`src/rtl/sp_sched_pkg.sv`:
```
// ---------------------------------------------------------------------------
// sp_sched_pkg
//
// Shared definitions for the single-precision issue scheduler.
//   FP_LAT      : latency class of FP ops (result on rt_wb)
//   INT_LAT     : latency class of integer multiply ops (result on rt_int)
//   REG_ADDR_W  : register address width
//   sp_slot_t   : one in-flight tracker entry (valid, is_int, wr, rt)
//   slot_latency: latency of an entry given its class
// ---------------------------------------------------------------------------
package sp_sched_pkg;

    localparam int FP_LAT     = 6;
    localparam int INT_LAT    = 7;
    localparam int REG_ADDR_W = 7;

    typedef struct packed {
        logic                  valid;
        logic                  is_int;
        logic                  wr;
        logic [0:REG_ADDR_W-1] rt;
    } sp_slot_t;

    // An int entry completes one edge later than an FP entry issued at the
    // same time; every hazard window in the scheduler is derived from this.
    function automatic int slot_latency(input logic is_int);
        return is_int ? INT_LAT : FP_LAT;
    endfunction

endpackage

```
`src/rtl/sp_slot_match.sv`:
```
// ---------------------------------------------------------------------------
// sp_slot_match
//
// Combinational hazard check of one tracker slot against the instruction
// currently offered by decode.
//
// Parameters:
//   SLOT_IDX   : position of the checked entry in the tracker (0 = newest)
// Ports:
//   entry      : tracker entry held in this slot
//   ra/rb/rc_addr, ra/rb/rc_used : sources of the offered instruction
//   new_is_int, new_wr, new_rt   : class, write flag, destination of it
//   raw_hit    : entry is still pending and writes a source that is read
//   waw_hit    : int entry in slot 0 and FP op to the same destination
//                would complete on the same edge
//   port_hit   : shared write-port conflict (only with SP_WB_PORT_SHARE_EN)
//
// Configuration macro: SP_WB_PORT_SHARE_EN
// ---------------------------------------------------------------------------
module sp_slot_match
    import sp_sched_pkg::*;
#(
    parameter int SLOT_IDX = 0
) (
    input  sp_slot_t              entry,
    input  logic [0:REG_ADDR_W-1] ra_addr,
    input  logic [0:REG_ADDR_W-1] rb_addr,
    input  logic [0:REG_ADDR_W-1] rc_addr,
    input  logic                  ra_used,
    input  logic                  rb_used,
    input  logic                  rc_used,
    input  logic                  new_is_int,
    input  logic                  new_wr,
    input  logic [0:REG_ADDR_W-1] new_rt,
    output logic                  raw_hit,
    output logic                  waw_hit,
    output logic                  port_hit
);

    localparam bit IS_SLOT0 = (SLOT_IDX == 0);

    logic pending;
    logic src_match;
    logic slot0_int_writer;
    logic fp_writer;

    // An entry in slot i has been in flight for i+1 edges; a consumer that
    // would be accepted at the next edge sees the result only once i+1
    // reaches the entry's latency, so it is pending while i < L-1.
    always_comb begin
        pending          = entry.valid && entry.wr &&
                           (SLOT_IDX < (slot_latency(entry.is_int) - 1));
        src_match        = (ra_used && (ra_addr == entry.rt)) ||
                           (rb_used && (rb_addr == entry.rt)) ||
                           (rc_used && (rc_addr == entry.rt));
        raw_hit          = pending && src_match;

        // The FP op completes one edge earlier than int; an int op still in
        // slot 0 would therefore finish on the same edge as a new FP op.
        slot0_int_writer = IS_SLOT0 && entry.valid && entry.is_int && entry.wr;
        fp_writer        = !new_is_int && new_wr;
        waw_hit          = slot0_int_writer && fp_writer && (new_rt == entry.rt);
    end

`ifdef SP_WB_PORT_SHARE_EN
    // With a single shared write port, any simultaneous completion clashes
    // regardless of the addresses.
    assign port_hit = slot0_int_writer && fp_writer;
`else
    assign port_hit = 1'b0;
`endif

endmodule

```
`src/rtl/sp_issue_scheduler.sv`:
```
// ---------------------------------------------------------------------------
// sp_issue_scheduler
//
// Issue controller for the single-precision pipe. Sits between decode and
// the RF/FWD stage and gates every instruction with a valid/ready handshake.
// Accepted instructions enter a DEPTH-slot shift tracker; new instructions
// are held off until RAW, WAW and (optionally) write-port hazards clear.
//
// Parameters:
//   DEPTH   : tracker slots, must be at least INT_LAT
//   STALL_W : width of the saturating stall counter
// Ports:
//   clk             : pipeline clock, rising edge
//   reset           : asynchronous active-high, clears all state
//   issue_valid     : decode presents an instruction
//   issue_is_int    : 1 = integer mpy (latency 7), 0 = FP (latency 6)
//   issue_reg_write : instruction writes issue_rt_addr
//   issue_rt_addr   : destination register
//   ra/rb/rc_addr   : source registers
//   ra/rb/rc_used   : source is actually read
//   issue_ready     : scheduler accepts this cycle (independent of valid)
//   sp_fire         : issue_valid & issue_ready, qualifies the SP unit
//   busy            : any tracker slot valid (registered)
//   stall_count     : saturating count of stalled cycles (registered)
//
// Configuration macro: SP_WB_PORT_SHARE_EN (rt_wb and rt_int share one
// register-file write port).
// ---------------------------------------------------------------------------
module sp_issue_scheduler
    import sp_sched_pkg::*;
#(
    parameter int DEPTH   = 7,
    parameter int STALL_W = 16
) (
    input  logic                  clk,
    input  logic                  reset,
    input  logic                  issue_valid,
    input  logic                  issue_is_int,
    input  logic                  issue_reg_write,
    input  logic [0:REG_ADDR_W-1] issue_rt_addr,
    input  logic [0:REG_ADDR_W-1] ra_addr,
    input  logic [0:REG_ADDR_W-1] rb_addr,
    input  logic [0:REG_ADDR_W-1] rc_addr,
    input  logic                  ra_used,
    input  logic                  rb_used,
    input  logic                  rc_used,
    output logic                  issue_ready,
    output logic                  sp_fire,
    output logic                  busy,
    output logic [0:STALL_W-1]    stall_count
);

    sp_slot_t         slots      [DEPTH];
    sp_slot_t         next_slots [DEPTH];
    sp_slot_t         new_entry;
    logic             next_busy;
    logic [DEPTH-1:0] raw_vec;
    logic [DEPTH-1:0] waw_vec;
    logic [DEPTH-1:0] port_vec;

    // One matcher per slot; each decides from its own index whether its
    // entry can still hurt the offered instruction.
    for (genvar g = 0; g < DEPTH; g++) begin : g_match
        sp_slot_match #(
            .SLOT_IDX (g)
        ) u_match (
            .entry      (slots[g]),
            .ra_addr    (ra_addr),
            .rb_addr    (rb_addr),
            .rc_addr    (rc_addr),
            .ra_used    (ra_used),
            .rb_used    (rb_used),
            .rc_used    (rc_used),
            .new_is_int (issue_is_int),
            .new_wr     (issue_reg_write),
            .new_rt     (issue_rt_addr),
            .raw_hit    (raw_vec[g]),
            .waw_hit    (waw_vec[g]),
            .port_hit   (port_vec[g])
        );
    end

    // Ready depends only on tracker state and the offered fields, never on
    // issue_valid, so decode may look at it before committing.
    assign issue_ready = !(|raw_vec) && !(|waw_vec) && !(|port_vec);
    assign sp_fire     = issue_valid && issue_ready;

    // Next tracker contents: accepted op (or a bubble) enters slot 0 and
    // everything else moves one slot older; the oldest slot falls off.
    always_comb begin
        new_entry.valid  = 1'b1;
        new_entry.is_int = issue_is_int;
        new_entry.wr     = issue_reg_write;
        new_entry.rt     = issue_rt_addr;

        next_slots[0] = sp_fire ? new_entry : '0;
        for (int i = 1; i < DEPTH; i++) begin
            next_slots[i] = slots[i-1];
        end

        next_busy = 1'b0;
        for (int i = 0; i < DEPTH; i++) begin
            next_busy = next_busy | next_slots[i].valid;
        end
    end

    // Tracker, busy flag and the saturating stall counter all update on the
    // same edge that accepts an instruction, so back-to-back independent
    // ops go through with no bubble.
    always_ff @(posedge clk or posedge reset) begin
        if (reset) begin
            for (int i = 0; i < DEPTH; i++) begin
                slots[i] <= '0;
            end
            busy        <= 1'b0;
            stall_count <= '0;
        end else begin
            slots <= next_slots;
            busy  <= next_busy;
            if (issue_valid && !issue_ready && (stall_count != '1)) begin
                stall_count <= stall_count + STALL_W'(1);
            end
        end
    end

endmodule

```
`config.mk`:
```
export PLATFORM = sky130hd
export DESIGN_NAME = sp_issue_scheduler
export DESIGN_NICKNAME = d
export VERILOG_FILES = /design/src/rtl/sp_sched_pkg.sv /design/src/rtl/sp_slot_match.sv /design/src/rtl/sp_issue_scheduler.sv
export SDC_FILE = /design/constraint.sdc
export NUM_CORES = 1
export LEC_CHECK = 0
export ABC_CLOCK_PERIOD_IN_PS = 2730
export CAP_MARGIN = 30
export CORE_MARGIN = 2
export CORE_UTILIZATION = 30
export CTS_BUF_LIST = sky130_fd_sc_hd__clkbuf_4 sky130_fd_sc_hd__clkbuf_8 sky130_fd_sc_hd__clkbuf_16
export DETAILED_ROUTE_END_ITERATION = 8
export PLACE_DENSITY = 0.48
export SETUP_SLACK_MARGIN = 0.05
export SLEW_MARGIN = 20
export SYNTH_ARGS = -nofsm -noshare
export SYNTH_HDL_FRONTEND = slang
export SYNTH_HIERARCHICAL = 1
export SYNTH_SLANG_ARGS = --single-unit
```
`constraint.sdc`:
```
create_clock -name clk -period 2.73 [get_ports clk]
set_input_delay 0.273 -clock clk [delete_from_list [all_inputs] [get_ports clk]]
set_output_delay 0.273 -clock clk [all_outputs]
set_load 0.01 [all_outputs]
```
==> run summary <==
1st-pass router iterations = 4
unrepaired setup endpoints after global routing = yes
PortBufs = 54
fmax = 386 MHz
Worst Path Required = 2.46 ns
layout cells sized above 1 = 20.7%
fin crit share = 94.9%
GPL Wtd Cong = 0.897
H-tree depth = 3
Finished Layout Cells = 669
critical path's top delay family = simple AND/OR/NAND/NOR gates
clk buf depth = 2
largest net degree at the start of global routing = 78
I/O pins = 55
status = finished, final reports clean
maximum vdd drop = 0.000342 V
initial antenna violation count = 0
DR iter-0 viols = 156
Mapped Area = 4120 sq um
# fillers = 1346
max cap viols = 0
power per cell area = 544 nW/um^2
total power = 0.00311 W
Num CTS Buffers = 9
Worst-Skew Late Latency = 0.34 ns
Crit. End Element = output pin
final WL = 10600 um
GR Overflow Total = 0
commonest non-fill, non-tap cell in the layout = xor2_1
CTS Sinks = 77
Syn Area/Cell = 10.9 sq um
CP max stage delay = 0.42 ns
WL/cell = 15.9 um
Hold Crit Class = primary input to async pin
Die H = 121 um
Area Growth Syn to Fin = 38.7%
Clk pin slew, worst setup/hold paths = 0.06 ns
gr usage total = 15.2%
first-pass GRT wire length = 16800 um
critical path's most frequent cell = buf_6
dpl cells = 646
most frequent cells in the layout = 116 x xor2_1, 76 x dfrtp_1, 45 x buf_4
P_leak = 2.78 nW
nets@finish = 525
CORE AREA = 13300 sq um
Mapped Cells = 378
Final min period = 2.59 ns
# DRC = 0
die span in x = 121 um
DIE AREA = 14700 sq um
Setup Crit Path Kind = primary input to output pin
vias in the first global route = 3231
vias per cell = 4.52
arrival time of the worst setup path = 2.32 ns
Slowest cell on crit path = clkdlybuf4s50_1
Worst Path Max Fanout = 6
WHS = 0.333 ns
DP Wirelength = 7960 um
antenna fix cells = 0
total number of vias = 3022
CTS tree = done
Root Driver = clkbuf_16
Buf/Inv on CP = 4
Initial Utilization = 30.9%
Fin Clk Skew = 0.00636 ns
Cell Rows = 42
Yosys warning count = 6
startpoint types = primary input
pins over their slew limit = 0
antenna-violating nets left = 0
final hold vios = 0
# setup viols final = 0
cells along the critical path = clkdlybuf4s50_1 > buf_6 > buf_4 > xor2_1 > nor4_1 > nand4_1 > a31oi_1 > nor2_1 > nand2_1 > nor2_2 > and2_4 > buf_6
[per-stage QoR]
step / util [%] / instance area (sq um) / setup TNS [ns] / setup slack, ns
global route: 42.8 / 5720 / -0.00143 / -0.00143
CTS: 41.2 / 5500 / 0 / 0.0526
global placement: 38.8 / 5180 / -5.20 / -0.353
floorplan: - / 4150 / 0 / 0.490
finish: 42.8 / 5720 / 0 / 0.140
detailed placement: 38.8 / 5180 / -5.50 / -0.378
[state kept, by name (all words and copies together) (netlist names)]
register	count
next_slots	60
stall_count	16
busy	1
[area by class of cell]
cell class              count  area (sq um)  area share (%)
multi-input cells         289          2240            39.2
clock inverters             7          81.3            1.42
inverters                   1          5.00          0.0875
repair buffers            110          1020            17.8
clock buffers               9           225            3.94
flip-flops and latches     77          1930            33.7
well taps                 176           220            3.85
[where the power goes]
part           internal [W]  switching [W]
registers           0.00121      0.0000855
logic              0.000317       0.000264
clock network      0.000719       0.000516
total               0.00224       0.000866
[layer usage]
layer	share of wire, %	track usage [%]	vias up	routed length (um)
met5	0	0	-	0
met4	3.1	8.26	0	331
met3	4.6	2.73	22	486
met2	45	23.1	71	4800
met1	47	20.6	1446	4990
li1	-	-	1483	-
[timing repair]
action,4_1_cts,5_1_grt
setup buffers,1,5
resized for setup,19,35
pin swaps,7,12
endpoints found under the setup margin,6,15
hold buffers,0,0
gates cloned,0,1
[worst paths after layout]
path,startpoint,endpoint,slack [ns],cells past startpoint
min in group clk,next_slots[48],next_slots[38],0.35,0
worst max-delay path,rb_addr[5],sp_fire,0.14,12
worst min register to register,next_slots[48],next_slots[38],0.35,0
worst max register to register,next_slots[56],stall_count[7],0.19,11
max in group asynchronous,reset,next_slots[58],2.08,3
worst min-delay path,reset,next_slots[54],0.33,3
[worst min-delay path: stages]
cell and delay, ns:
clkdlybuf4s50_1 0.41, clkinv_2 0.06, buf_12 0.34
Note: power is estimated with default switching activity, not from simulation.
